**src/rtl/annul_mux_arbiter_pkg.sv**
```systemverilog
// Shared types and helpers for the annul-and-OR round-robin arbiter.
// Holds the FSM encoding, the index-width helper and the annul style names.
package annul_mux_arbiter_pkg;

   typedef enum logic {
      ST_IDLE   = 1'b0,
      ST_LOCKED = 1'b1
   } arb_state_t;

   localparam string IMPL_AND = "AND";
   localparam string IMPL_MUX = "MUX";

   // max(1, clog2(n)): a single requester still needs a 1-bit index port
   function automatic int unsigned index_width(input int unsigned n);
      return (n <= 2) ? 1 : $clog2(n);
   endfunction

endpackage

```
**src/rtl/annul.sv**
```systemverilog
// Annul stage: passes the word through or forces it to zero.
// "MUX" uses a select; any other style (including unknown) uses AND gating.
module annul
   import annul_mux_arbiter_pkg::*;
#(
   parameter int unsigned WORD_WIDTH     = 8,
   parameter string       IMPLEMENTATION = "AND"
) (
   input  logic                  i_annul,
   input  logic [WORD_WIDTH-1:0] i_data,
   output logic [WORD_WIDTH-1:0] o_data
);

   generate
      if (IMPLEMENTATION == IMPL_MUX) begin : g_mux
         assign o_data = i_annul ? '0 : i_data;
      end else begin : g_and
         assign o_data = i_data & {WORD_WIDTH{~i_annul}};
      end
   endgenerate

endmodule

```
**src/rtl/annul_mux_arbiter_rr_grant_select.sv**
```systemverilog
// Combinational round-robin pick: first valid requester at or above the
// pointer, wrapping to 0, returned as one-hot grant plus binary index.
module rr_grant_select
   import annul_mux_arbiter_pkg::*;
#(
   parameter  int unsigned INPUT_COUNT = 4,
   localparam int unsigned INDEX_WIDTH = index_width(INPUT_COUNT)
) (
   input  logic [INDEX_WIDTH-1:0] i_ptr,
   input  logic [INPUT_COUNT-1:0] i_valid,
   output logic [INPUT_COUNT-1:0] o_grant,
   output logic [INDEX_WIDTH-1:0] o_index
);

   int unsigned            w_cand;
   logic [INDEX_WIDTH-1:0] w_cand_idx;
   logic                   w_found;

   always_comb begin
      o_grant    = '0;
      o_index    = '0;
      w_found    = 1'b0;
      w_cand     = 0;
      w_cand_idx = '0;
      for (int unsigned k = 0; k < INPUT_COUNT; k++) begin
         // explicit wrap so non-power-of-2 counts never alias via overflow
         w_cand = 32'(i_ptr) + k;
         if (w_cand >= INPUT_COUNT) begin
            w_cand = w_cand - INPUT_COUNT;
         end
         w_cand_idx = INDEX_WIDTH'(w_cand);
         if (!w_found && i_valid[w_cand_idx]) begin
            w_found             = 1'b1;
            o_grant[w_cand_idx] = 1'b1;
            o_index             = w_cand_idx;
         end
      end
   end

endmodule

```
**src/rtl/annul_mux_arbiter.sv**
```systemverilog
// Round-robin packet arbiter: N valid/ready requesters share one output
// register; the granted word is kept by annulling all others and OR-reducing.
module annul_mux_arbiter
   import annul_mux_arbiter_pkg::*;
#(
   parameter  int unsigned WORD_WIDTH     = 8,
   parameter  int unsigned INPUT_COUNT    = 4,
   parameter  string       IMPLEMENTATION = "AND",
   localparam int unsigned INDEX_WIDTH    = index_width(INPUT_COUNT)
) (
   input  logic                              clock,
   input  logic                              reset_n,
   input  logic [INPUT_COUNT-1:0]            in_valid,
   output logic [INPUT_COUNT-1:0]            in_ready,
   input  logic [INPUT_COUNT*WORD_WIDTH-1:0] in_data,
   input  logic [INPUT_COUNT-1:0]            in_last,
   output logic                              out_valid,
   input  logic                              out_ready,
   output logic [WORD_WIDTH-1:0]             out_data,
   output logic                              out_last,
   output logic [INDEX_WIDTH-1:0]            out_index
);

   arb_state_t             r_state;
   arb_state_t             w_state_next;
   logic [INDEX_WIDTH-1:0] r_ptr;
   logic [INDEX_WIDTH-1:0] r_lock_idx;
   logic [INDEX_WIDTH-1:0] w_sel_idx;
   logic [INDEX_WIDTH-1:0] w_gnt_idx;
   logic [INDEX_WIDTH-1:0] w_ptr_next;
   logic [INPUT_COUNT-1:0] w_sel_onehot;
   logic [INPUT_COUNT-1:0] w_gnt_onehot;
   logic                   w_load_ok;
   logic                   w_xfer;
   logic                   w_gnt_last;
   logic [WORD_WIDTH-1:0]  w_annulled [INPUT_COUNT];
   logic [WORD_WIDTH-1:0]  w_or_data;

   logic                   r_out_valid;
   logic [WORD_WIDTH-1:0]  r_out_data;
   logic                   r_out_last;
   logic [INDEX_WIDTH-1:0] r_out_index;

   rr_grant_select #(
      .INPUT_COUNT (INPUT_COUNT)
   ) u_sel (
      .i_ptr   (r_ptr),
      .i_valid (in_valid),
      .o_grant (w_sel_onehot),
      .o_index (w_sel_idx)
   );

   assign w_load_ok = ~r_out_valid | out_ready;

   always_comb begin
      w_gnt_onehot = w_sel_onehot;
      w_gnt_idx    = w_sel_idx;
      if (r_state == ST_LOCKED) begin
         w_gnt_idx    = r_lock_idx;
         w_gnt_onehot = '0;
         for (int unsigned i = 0; i < INPUT_COUNT; i++) begin
            w_gnt_onehot[i] = (r_lock_idx == INDEX_WIDTH'(i));
         end
      end
   end

   // ready is forced low while reset is held, even if a requester is valid
   assign in_ready   = (reset_n && w_load_ok) ? w_gnt_onehot : '0;
   assign w_xfer     = |(in_valid & in_ready);
   assign w_gnt_last = |(in_last & w_gnt_onehot);
   assign w_ptr_next = (w_gnt_idx == INDEX_WIDTH'(INPUT_COUNT - 1)) ?
                       '0 : w_gnt_idx + INDEX_WIDTH'(1);

   generate
      for (genvar gi = 0; gi < INPUT_COUNT; gi++) begin : g_annul
         annul #(
            .WORD_WIDTH     (WORD_WIDTH),
            .IMPLEMENTATION (IMPLEMENTATION)
         ) u_annul (
            .i_annul (~w_gnt_onehot[gi]),
            .i_data  (in_data[gi*WORD_WIDTH +: WORD_WIDTH]),
            .o_data  (w_annulled[gi])
         );
      end
   endgenerate

   always_comb begin
      w_or_data = '0;
      for (int unsigned i = 0; i < INPUT_COUNT; i++) begin
         w_or_data = w_or_data | w_annulled[i];
      end
   end

   always_comb begin
      w_state_next = r_state;
      case (r_state)
         ST_IDLE: begin
            if (w_xfer && !w_gnt_last) begin
               w_state_next = ST_LOCKED;
            end
         end
         ST_LOCKED: begin
            if (w_xfer && w_gnt_last) begin
               w_state_next = ST_IDLE;
            end
         end
         default: w_state_next = ST_IDLE;
      endcase
   end

   always_ff @(posedge clock or negedge reset_n) begin
      if (!reset_n) begin
         r_state    <= ST_IDLE;
         r_ptr      <= '0;
         r_lock_idx <= '0;
      end else begin
         r_state <= w_state_next;
         if (r_state == ST_IDLE && w_xfer && !w_gnt_last) begin
            r_lock_idx <= w_gnt_idx;
         end
         if (w_xfer && w_gnt_last) begin
            r_ptr <= w_ptr_next;
         end
      end
   end

   always_ff @(posedge clock or negedge reset_n) begin
      if (!reset_n) begin
         r_out_valid <= 1'b0;
         r_out_data  <= '0;
         r_out_last  <= 1'b0;
         r_out_index <= '0;
      end else if (w_xfer) begin
         r_out_valid <= 1'b1;
         r_out_data  <= w_or_data;
         r_out_last  <= w_gnt_last;
         r_out_index <= w_gnt_idx;
      end else if (out_ready) begin
         r_out_valid <= 1'b0;
      end
   end

   assign out_valid = r_out_valid;
   assign out_data  = r_out_data;
   assign out_last  = r_out_last;
   assign out_index = r_out_index;

endmodule
```
**config.mk**
```make
export PLATFORM = sky130hd
export DESIGN_NAME = annul_mux_arbiter
export DESIGN_NICKNAME = d
export VERILOG_FILES = /design/src/rtl/annul_mux_arbiter_pkg.sv /design/src/rtl/annul.sv /design/src/rtl/annul_mux_arbiter_rr_grant_select.sv /design/src/rtl/annul_mux_arbiter.sv
export SDC_FILE = /design/constraint.sdc
export NUM_CORES = 1
export LEC_CHECK = 0
export BUFFER_PORTS_ARGS = -buffer_cell sky130_fd_sc_hd__buf_2
export CORE_UTILIZATION = 25
export DETAILED_ROUTE_END_ITERATION = 7
export HOLD_SLACK_MARGIN = 0.12
export SYNTH_ARGS = -nofsm -noshare
export SYNTH_HDL_FRONTEND = slang
export SYNTH_SLANG_ARGS = --single-unit
```
**constraint.sdc**
```tcl
create_clock -name clock -period 3.7 [get_ports clock]
set_clock_uncertainty 0.05 [all_clocks]
set_input_delay 0.37 -clock clock [delete_from_list [all_inputs] [get_ports clock]]
set_output_delay 0.37 -clock clock [all_outputs]
set_load 0.005 [all_outputs]
```
==> reports/results.tsv, run 1 <==
stage	metric	value	unit
worst_setup_path	r2r startpoint	r_ptr[1]	
worst_setup_path	Worst Path Buf+Inv	2	
grt	total gr overflow	0	
logic_synthesis	commonest cells in the netlist	nor2_1 (27), inv_1 (18), dfrtp_1 (17), a21oi_1 (14), nand2_1 (13)	
worst_setup_path	worst r2r dst	r_ptr[0]	
cts	Inserted Clock Buffers	3	
finish	ANT cells	0	
job	max-cap violations	0	
grt	GRT Total Usage	14.0	%
sta	Tmin final	3.29	ns
worst_setup_path	CP arrival	2.87	ns
logic_synthesis	Post-Syn Area per Cell	8.24	µm²
worst_setup_path	Worst Setup EP	in_ready[1]	
detailed_routing	drt drc	4	
worst_setup_path	CP Launch Point	r_ptr[1]	
logic_synthesis	Synth top area share	25.3	%
detailed_routing	DR pass1 iterations	6	
power	Static Leakage	0.986	nW
power	combinational fraction of design power	74.2	%
worst_setup_path	CP peak stage delay	0.55	ns
finish	Util after Layout	33.4	%
logic_synthesis	cells after synthesis	204	
logic_synthesis	synthesized cell area	0.00168	mm²
place	DP HPWL	3790	µm
power	switching share of power	48.4	%
logic_synthesis	Top FF cell, synth	dfrtp_1	
logic_synthesis	dominant cell type by area after synthesis	dfrtp_1	
sta	RSZ-0062 raised after global routing	no	
sta	post-route clock period utilization	88.8	%
power	cell-internal power	0.00102	W
sta	Hold Vio Cnt, Final	0	
worst_setup_path	Crit path depth	9	
worst_setup_path	worst reg-to-reg path cell count	11	
worst_setup_path	CP delay by family, top	compound AO/OA/AOI/OAI gates	
die	num ports	59	
worst_setup_path	CP max FO	9	
sta	final max-slew violation count	0	
sta	Worst slew margin	70.8	%
worst_setup_path	Worst path slowest cell	mux4_2	
detailed_routing	drt wl/cell	14.2	µm
finish	Register Area	425	µm²
finish	Final #Nets	315	
worst_setup_path	Cell Chain, Critical Path	inv_1, ha_1, mux4_2, a2111oi_0, o31a_1, a21o_1, o21a_1, nor2b_1, buf_2	
power	PwrDens	919	mW/mm²
cts	CTS Root Buffer Type	clkbuf_8	
logic_synthesis	FFs w/ async S/R, synth	100	%
logic_synthesis	Area contributors post-synth	dfrtp_1 (25%), nor2_1 (6.0%), a22oi_1 (4.5%), ha_1 (4.5%), a21oi_1 (4.2%)	
sta	f_max	0.304	GHz
detailed_routing	final wirelength	4870	µm
logic_synthesis	Synth Register Bits	17	
cts	PostCTS Resize Cnt	0	
logic_synthesis	post-synth net total	253	
logic_synthesis	Seq/Total Area, Yosys	25.3	%
die	Die Wd	84.0	µm
detailed_routing	Via density	5.16	
die	# rows	29	
logic_synthesis	count leader, synth	nor2_1	
worst_hold_path	Hold WC Path Type	input port to flop	
run_status	failing checks	DRC	
power	Clock power frac	7.0	%
detailed_routing	ANT nets after route	0	
sta	Setup Viol. Count Final	0	
cts	clk_lat worst skew	0.25	ns
finish	fillcell total	666	
cts	CTS tree	yes	
worst_setup_path	Critical Path Sink Type	primary output	
cts	Sinks on Clock Net	17	
worst_setup_path	CP startpoint kind	flop	
place	I/O Buffers	58	
cts	H-tree levels	1	
grt	vias in the first global route	1693	
finish	share of layout cells above drive strength 1	33.6	%
power	Sequential Power Share	18.9	%
run_status	outcome	complete, but fails checks	
die	die footprint	0.00705	mm²
finish	Layout Area Growth over Synthesis	27.5	%
grt	first-pass GRT wire length	8110	µm
logic_synthesis	Distinct cells, synth	54	
grt	pin count of the biggest net entering global routing	23	
grt	initial antenna violation count	0	
power	total power	0.00197	W
place	routability cong.	0.840	
cts	Clock transition at path regs	0.07	ns
sta	Setup Total Neg Slack	0	ns
die	die height	84.0	µm
sta	Worst Tran Pin Value	0.438	ns
power	Worst VDD drop	352	µV
power	Sw Pwr	0.000953	W
finish	footprint of the multi-input gates	0.00113	mm²
logic_synthesis	number of synthesized flops with an enable pin	0	
cts	clock buffer depth	2	
detailed_routing	via count	1766	
detailed_routing	First DRT Iteration DRCs	99	
logic_synthesis	Ys Warns	0	
die	Core Area	0.00642	mm²
worst_setup_path	kind of critical path	flop to primary output	
worst_setup_path	reg2reg setup slack	0.43	ns
worst_setup_path	CP required	3.28	ns
die	Starting Density	26.2	%
flip-flops by register name (all words and copies together) (netlist names), named ones only:
register    count
out_index       2
out_data        8
r_ptr           2
out_last        1
r_lock_idx      2
out_valid       1
cells by family after synthesis:
group / synth area share, %
adders and majority gates: 4.47
DFF: 25.3
muxes: 8.56
buffers and inverters: 7.37
and+or+nand+nor: 20.8
xor gates and xnor gates: 0.521
AOI/OAI and AO/OA: 32.9
metrics by stage:
| step | worst slack [ns] | instances | hold slack, ns | instance area (µm²) |
|---|---|---|---|---|
| 2_1_floorplan | 0.101 | 204 | 0.0244 | 1680 |
| 6_report | 0.415 | 342 | 0.377 | 2140 |
| 3_5_place_dp | 0.452 | 337 | 0.276 | 2090 |
| 5_1_grt | 0.241 | 342 | 0.376 | 2140 |
| 4_1_cts | 0.383 | 342 | 0.377 | 2140 |
| 3_3_place_gp | 0.520 | 337 | 0.272 | 2090 |
power by group through the flow:
stage          logic [W]  clock network, W  registers [W]
5_1_grt          0.00162          0.000152       0.000387
2_1_floorplan    0.00104                 0       0.000356
4_1_cts          0.00147          0.000143       0.000372
3_3_place_gp     0.00144                 0       0.000375
6_report         0.00146          0.000137       0.000371
3_5_place_dp     0.00146                 0       0.000373
placed cells by master (no fill, tap or decap), types with 2 or more instances in the layout:
master	netlist	final
o211ai_1	2	2
mux2_2	2	2
buf_4	0	10
nor3_1	2	2
mux2i_1	5	5
a22oi_1	10	10
inv_1	18	18
and3_1	2	2
a21o_1	3	3
a31oi_1	8	8
clkbuf_8	0	3
ha_1	6	6
a32oi_1	2	2
nand2b_1	5	5
nand3b_1	2	2
o32ai_1	2	2
mux4_2	2	2
nor2_1	27	27
nor2b_1	7	7
or2_2	2	2
nand2_1	13	13
o31a_1	2	2
o21ai_0	6	6
buf_2	3	58
a41oi_1	2	2
o21ai_1	2	2
a21oi_1	14	14
dfrtp_1	17	17
or3b_1	2	2
o21a_1	4	4
how the worst min path moves through the flow:
stage	cells past startpoint	to	start
2_1_floorplan	0	async pin	reset_n
3_3_place_gp	1	out_data[4]	reset_n
3_5_place_dp	1	out_data[4]	reset_n
4_1_cts	3	out_valid	out_ready
5_1_grt	3	out_valid	out_ready
6_report	3	out_valid	out_ready
cell type report:
cell class                      count  area share, %
Timing Repair Buffer               69           17.5
Clock inverter                      1          0.234
Multi-Input combinational cell    157           52.8
Clock buffer                        3           1.93
Inverter                           18           3.15
Tap cell                           77           4.50
Sequential cell                    17           19.9
routing by layer:
metal	routed length [µm]	vias to the layer above	share of wire, %	GRT usage [%]
li1	-	869	-	-
met3	347	4	7.1	2.37
met4	38	0	0.78	2.19
met5	0	-	0	0
met1	2260	819	46	19.4
met2	2220	74	46	23.1
worst min-delay path: stages:
cell      delay [ns]
buf_2           0.07
nand2b_1        0.13
nand2_1         0.07
timing repair:
item                                   in CTS  in global routing
hold buffers                                1                  0
buffers inserted                            0                  0
endpoints found under the hold margin      17                  0
(Power assumes the default switching activity.)
==> run 2: changes to the inputs <==
--- a/config.mk
+++ b/config.mk
@@ -5,10 +5,12 @@
 export SDC_FILE = /design/constraint.sdc
 export NUM_CORES = 1
 export LEC_CHECK = 0
+export ABC_AREA = 1
 export BUFFER_PORTS_ARGS = -buffer_cell sky130_fd_sc_hd__buf_2
 export CORE_UTILIZATION = 25
 export DETAILED_ROUTE_END_ITERATION = 7
 export HOLD_SLACK_MARGIN = 0.12
+export SLEW_MARGIN = 20
 export SYNTH_ARGS = -nofsm -noshare
 export SYNTH_HDL_FRONTEND = slang
 export SYNTH_SLANG_ARGS = --single-unit
==> run 2 against run 1 <==
  * The flow now finishes without violations
  * Design area shrank 4.3%
  * First-iteration DRC count shrank 5.1%
  * Global-route usage shrank 0.88 points
  * Combinational power shrank 3%
  * Flip-flop and latch count is the same
  * Clock-buffer cell count is the same
  * Synthesized cell count grew 13%
  * Final cell count grew 7.0%
  * Critical path type is now flop to flop
  * Critical endpoint is now r_ptr[0]
==> reports/results.tsv, run 2 <==
stage	metric	value	unit	change
power	switching share of power	55.1	%	+6.7 points
sta	RSZ-0062 raised after global routing	no		
cts	CTS tree	yes		
logic_synthesis	Top FF cell, synth	dfrtp_1		
finish	share of layout cells above drive strength 1	39.4	%	+5.9 points
run_status	outcome	completed		
logic_synthesis	cells after synthesis	231		+13%
sta	Tmin final	3.19	ns	-0.0918 ns
die	# rows	29		unchanged
sta	Worst Tran Pin Value	0.631	ns	+0.193 ns
sta	post-route setup slack	0.506	ns	+0.0918 ns
logic_synthesis	Area contributors post-synth	dfrtp_1 (26%), nand2_1 (13%), nand3_1 (12%), nand2_2 (6.4%), o21ai_2 (5.3%)		
finish	Largest register FFs	8		unchanged
cts	Sinks on Clock Net	17		unchanged
detailed_routing	DR pass1 iterations	4		-2
sta	WHS	0.257	ns	-0.119 ns
place	worst slack at placement	0.514	ns	+0.0616 ns
logic_synthesis	commonest cells in the netlist	nand2_1 (58), nand3_1 (41), dfrtp_1 (17), nand2_2 (17), inv_1 (15)		
place	Area after DPL	0.00199	mm²	-4.4%
worst_setup_path	CP max FO	24		+15
sta	Setup Viol. Count Final	0		unchanged
power	Sw Pwr	0.00107	W	+12%
grt	total gr overflow	0		unchanged
grt	pin count of the biggest net entering global routing	25		+8.7%
power	total power	0.00193	W	-1.7%
grt	first-pass GRT wire length	7600	µm	-6.4%
die	Die Wd	83.6	µm	-0.40%
logic_synthesis	dominant cell type by area after synthesis	dfrtp_1		
finish	Final #Nets	339		+7.6%
worst_setup_path	CP dominant cell by count	nand2_1		
die	die height	83.6	µm	-0.40%
cts	postcts setup bufs	0		unchanged
die	num ports	59		unchanged
detailed_routing	drt drc	0		-4
detailed_routing	Via density	4.62		-10%
power	Clock power frac	7.0	%	about the same
cts	CTS Root Buffer Type	clkbuf_8		
logic_synthesis	Seq/Total Area, Yosys	25.5	%	+0.21 points
logic_synthesis	Post-Syn Area per Cell	7.21	µm²	-12%
detailed_routing	final wirelength	4350	µm	-11%
power	Static Leakage	1.06	nW	+7.4%
worst_setup_path	Worst Path Buf+Inv	2		unchanged
logic_synthesis	count leader, synth	nand2_1		
logic_synthesis	Synth Register Bits	17		unchanged
sta	final max-slew violation count	0		unchanged
sta	f_max	0.313	GHz	+2.9%
worst_setup_path	kind of critical path	flop to flop		
finish	Layout Area Growth over Synthesis	23.0	%	
place	DP HPWL	3610	µm	-4.7%
grt	vias in the first global route	1607		-5.1%
power	Sequential Power Share	19.5	%	+0.6 points
cts	clk_lat worst skew	0.25	ns	about the same
detailed_routing	ANT nets after route	0		unchanged
sta	post-route clock period utilization	86.3	%	-2.5 points
power	PwrDens	943	mW/mm²	+2.6%
cts	Inserted Clock Buffers	3		unchanged
power	Worst VDD drop	295	µV	-16%
worst_setup_path	Critical Path Sink Type	flop		
logic_synthesis	post-synth net total	280		+11%
job	max-cap violations	0		unchanged
worst_setup_path	Worst path slowest cell	dfrtp_1		
finish	commonest cells after routing, fill and taps aside	nand2_1 (58), buf_2 (58), nand3_1 (41)		
cts	PostCTS Resize Cnt	0		unchanged
finish	ANT cells	0		unchanged
place	routability cong.	0.898		+6.9%
die	Starting Density	26.1	%	-0.067 points
detailed_routing	drt wl/cell	11.9	µm	-17%
logic_synthesis	Synth top area share	25.5	%	+0.21 points
logic_synthesis	number of synthesized flops with an enable pin	0		unchanged
cts	H-tree levels	1		unchanged
power	cell-internal power	0.000868	W	-15%
grt	GRT Total Usage	13.1	%	-0.88 points
cts	clock buffer depth	2		unchanged
detailed_routing	First DRT Iteration DRCs	94		-5.1%
logic_synthesis	synthesized cell area	0.00167	mm²	-0.82%
die	die footprint	0.00700	mm²	-0.81%
cts	Clock transition at path regs	0.06	ns	about the same
finish	post-route cell area	0.00205	mm²	-4.3%
worst_setup_path	Cell Chain, Critical Path	inv_6, ha_1, inv_1, nand3_1, nand2_1, nor2_4, a21oi_1, nand4_1, nand4_1, nand2_1, nor2_8, nor2_4, nand2_1, nand2_1		
sta	Hold Vio Cnt, Final	0		unchanged
logic_synthesis	Ys Warns	0		unchanged
worst_setup_path	CP required	3.79	ns	+0.51 ns
worst_setup_path	CP delay by family, top	simple AND/OR/NAND/NOR gates		
sta	Setup Total Neg Slack	0	ns	unchanged
logic_synthesis	Distinct cells, synth	31		-43%
cts	cts hold-fix bufs	1		unchanged
die	Core Area	0.00639	mm²	-0.57%
worst_setup_path	CP peak stage delay	0.63	ns	+0.08 ns
detailed_routing	via count	1692		-4.2%
place	I/O Buffers	58		unchanged
grt	initial antenna violation count	0		unchanged
worst_setup_path	CP startpoint kind	flop		
logic_synthesis	FFs w/ async S/R, synth	100	%	unchanged
power	combinational fraction of design power	73.5	%	-0.7 points
sta	Worst slew margin	57.5	%	-13 points
worst_hold_path	Hold WC Path Type	input port to flop		
worst_setup_path	CP arrival	3.28	ns	+0.41 ns
-- run 2: changes by cell type in the layout (fill, tap and decap cells not counted), moves of 8 or more --
| cell | change |
|---|---|
| nor2_1 | -20 |
| o21ai_2 | +10 |
| nand2_2 | +17 |
| a22oi_1 | -10 |
| buf_4 | -8 |
| nand3_1 | +40 |
| nand2_1 | +45 |
| a31oi_1 | -8 |
-- run 2: metal layers --
| metal | vias up | GRT usage, % | share of wire [%] |
|---|---|---|---|
| li1 | 895 | - | - |
| met1 | 748 | 19.1 | 50 |
| met2 | 45 | 20.0 | 46 |
| met3 | 4 | 1.38 | 3.4 |
| met4 | 0 | 4.62 | 0.78 |
| met5 | - | 0 | 0 |
-- run 2: power by group through the flow --
stage / clock network [W] / registers [W] / logic [W]
global route: 0.000151 / 0.000396 / 0.00160
finish: 0.000136 / 0.000377 / 0.00142
floorplan: 0 / 0.000360 / 0.00119
global placement: 0 / 0.000385 / 0.00142
CTS: 0.000142 / 0.000379 / 0.00142
detailed placement: 0 / 0.000380 / 0.00142
-- run 2: area by class of cell --
class,count,area [µm²]
Clock buffer,3,41.3
Clock inverter,1,5.00
Timing Repair Buffer,61,315
Tap cell,77,96.3
Fill cell,713,4340
Inverter,21,83.8
Sequential cell,17,425
Multi-Input combinational cell,186,1080
-- run 2: worst paths after layout --
path	start	cells after the start	end	slack (ns)
hold / removal	out_ready	2	out_valid	0.26
hold reg to reg	out_data[0]	2	out_data[0]	0.44
max in group asynchronous	reset_n	2	out_last	2.80
setup reg to reg	r_ptr[0]	14	r_ptr[0]	0.51
min in group asynchronous	reset_n	2	out_data[1]	0.52
setup / recovery	r_ptr[0]	14	r_ptr[0]	0.51
-- run 2: cells by family (layout without fill, tap and decap cells) --
family                     after synthesis  in the layout  synth area share, %
DFF                                     17             17                 25.5
AOI/OAI and AO/OA                       35             35                 13.8
buffers and inverters                   28             86                 9.46
and+or+nand+nor                        144            144                 46.2
xor gates and xnor gates                 1              1                0.526
adders and majority gates                6              6                 4.50
-- run 2: per-stage QoR --
step | utilization [%] | cells
6_report | 32.1 | 366
5_1_grt | 32.1 | 366
4_1_cts | 32.1 | 366
3_5_place_dp | 31.2 | 361
3_3_place_gp | 31.2 | 361
2_1_floorplan | - | 231
-- run 2: worst register-to-register path, delay by kind of cell (launching register included) --
family	cells	cell delay, ns
AOI/OAI and AO/OA	1	0.12
adders and majority gates	1	0.36
buffers and inverters	2	0.24
DFF	1	0.63
and+or+nand+nor	10	1.68
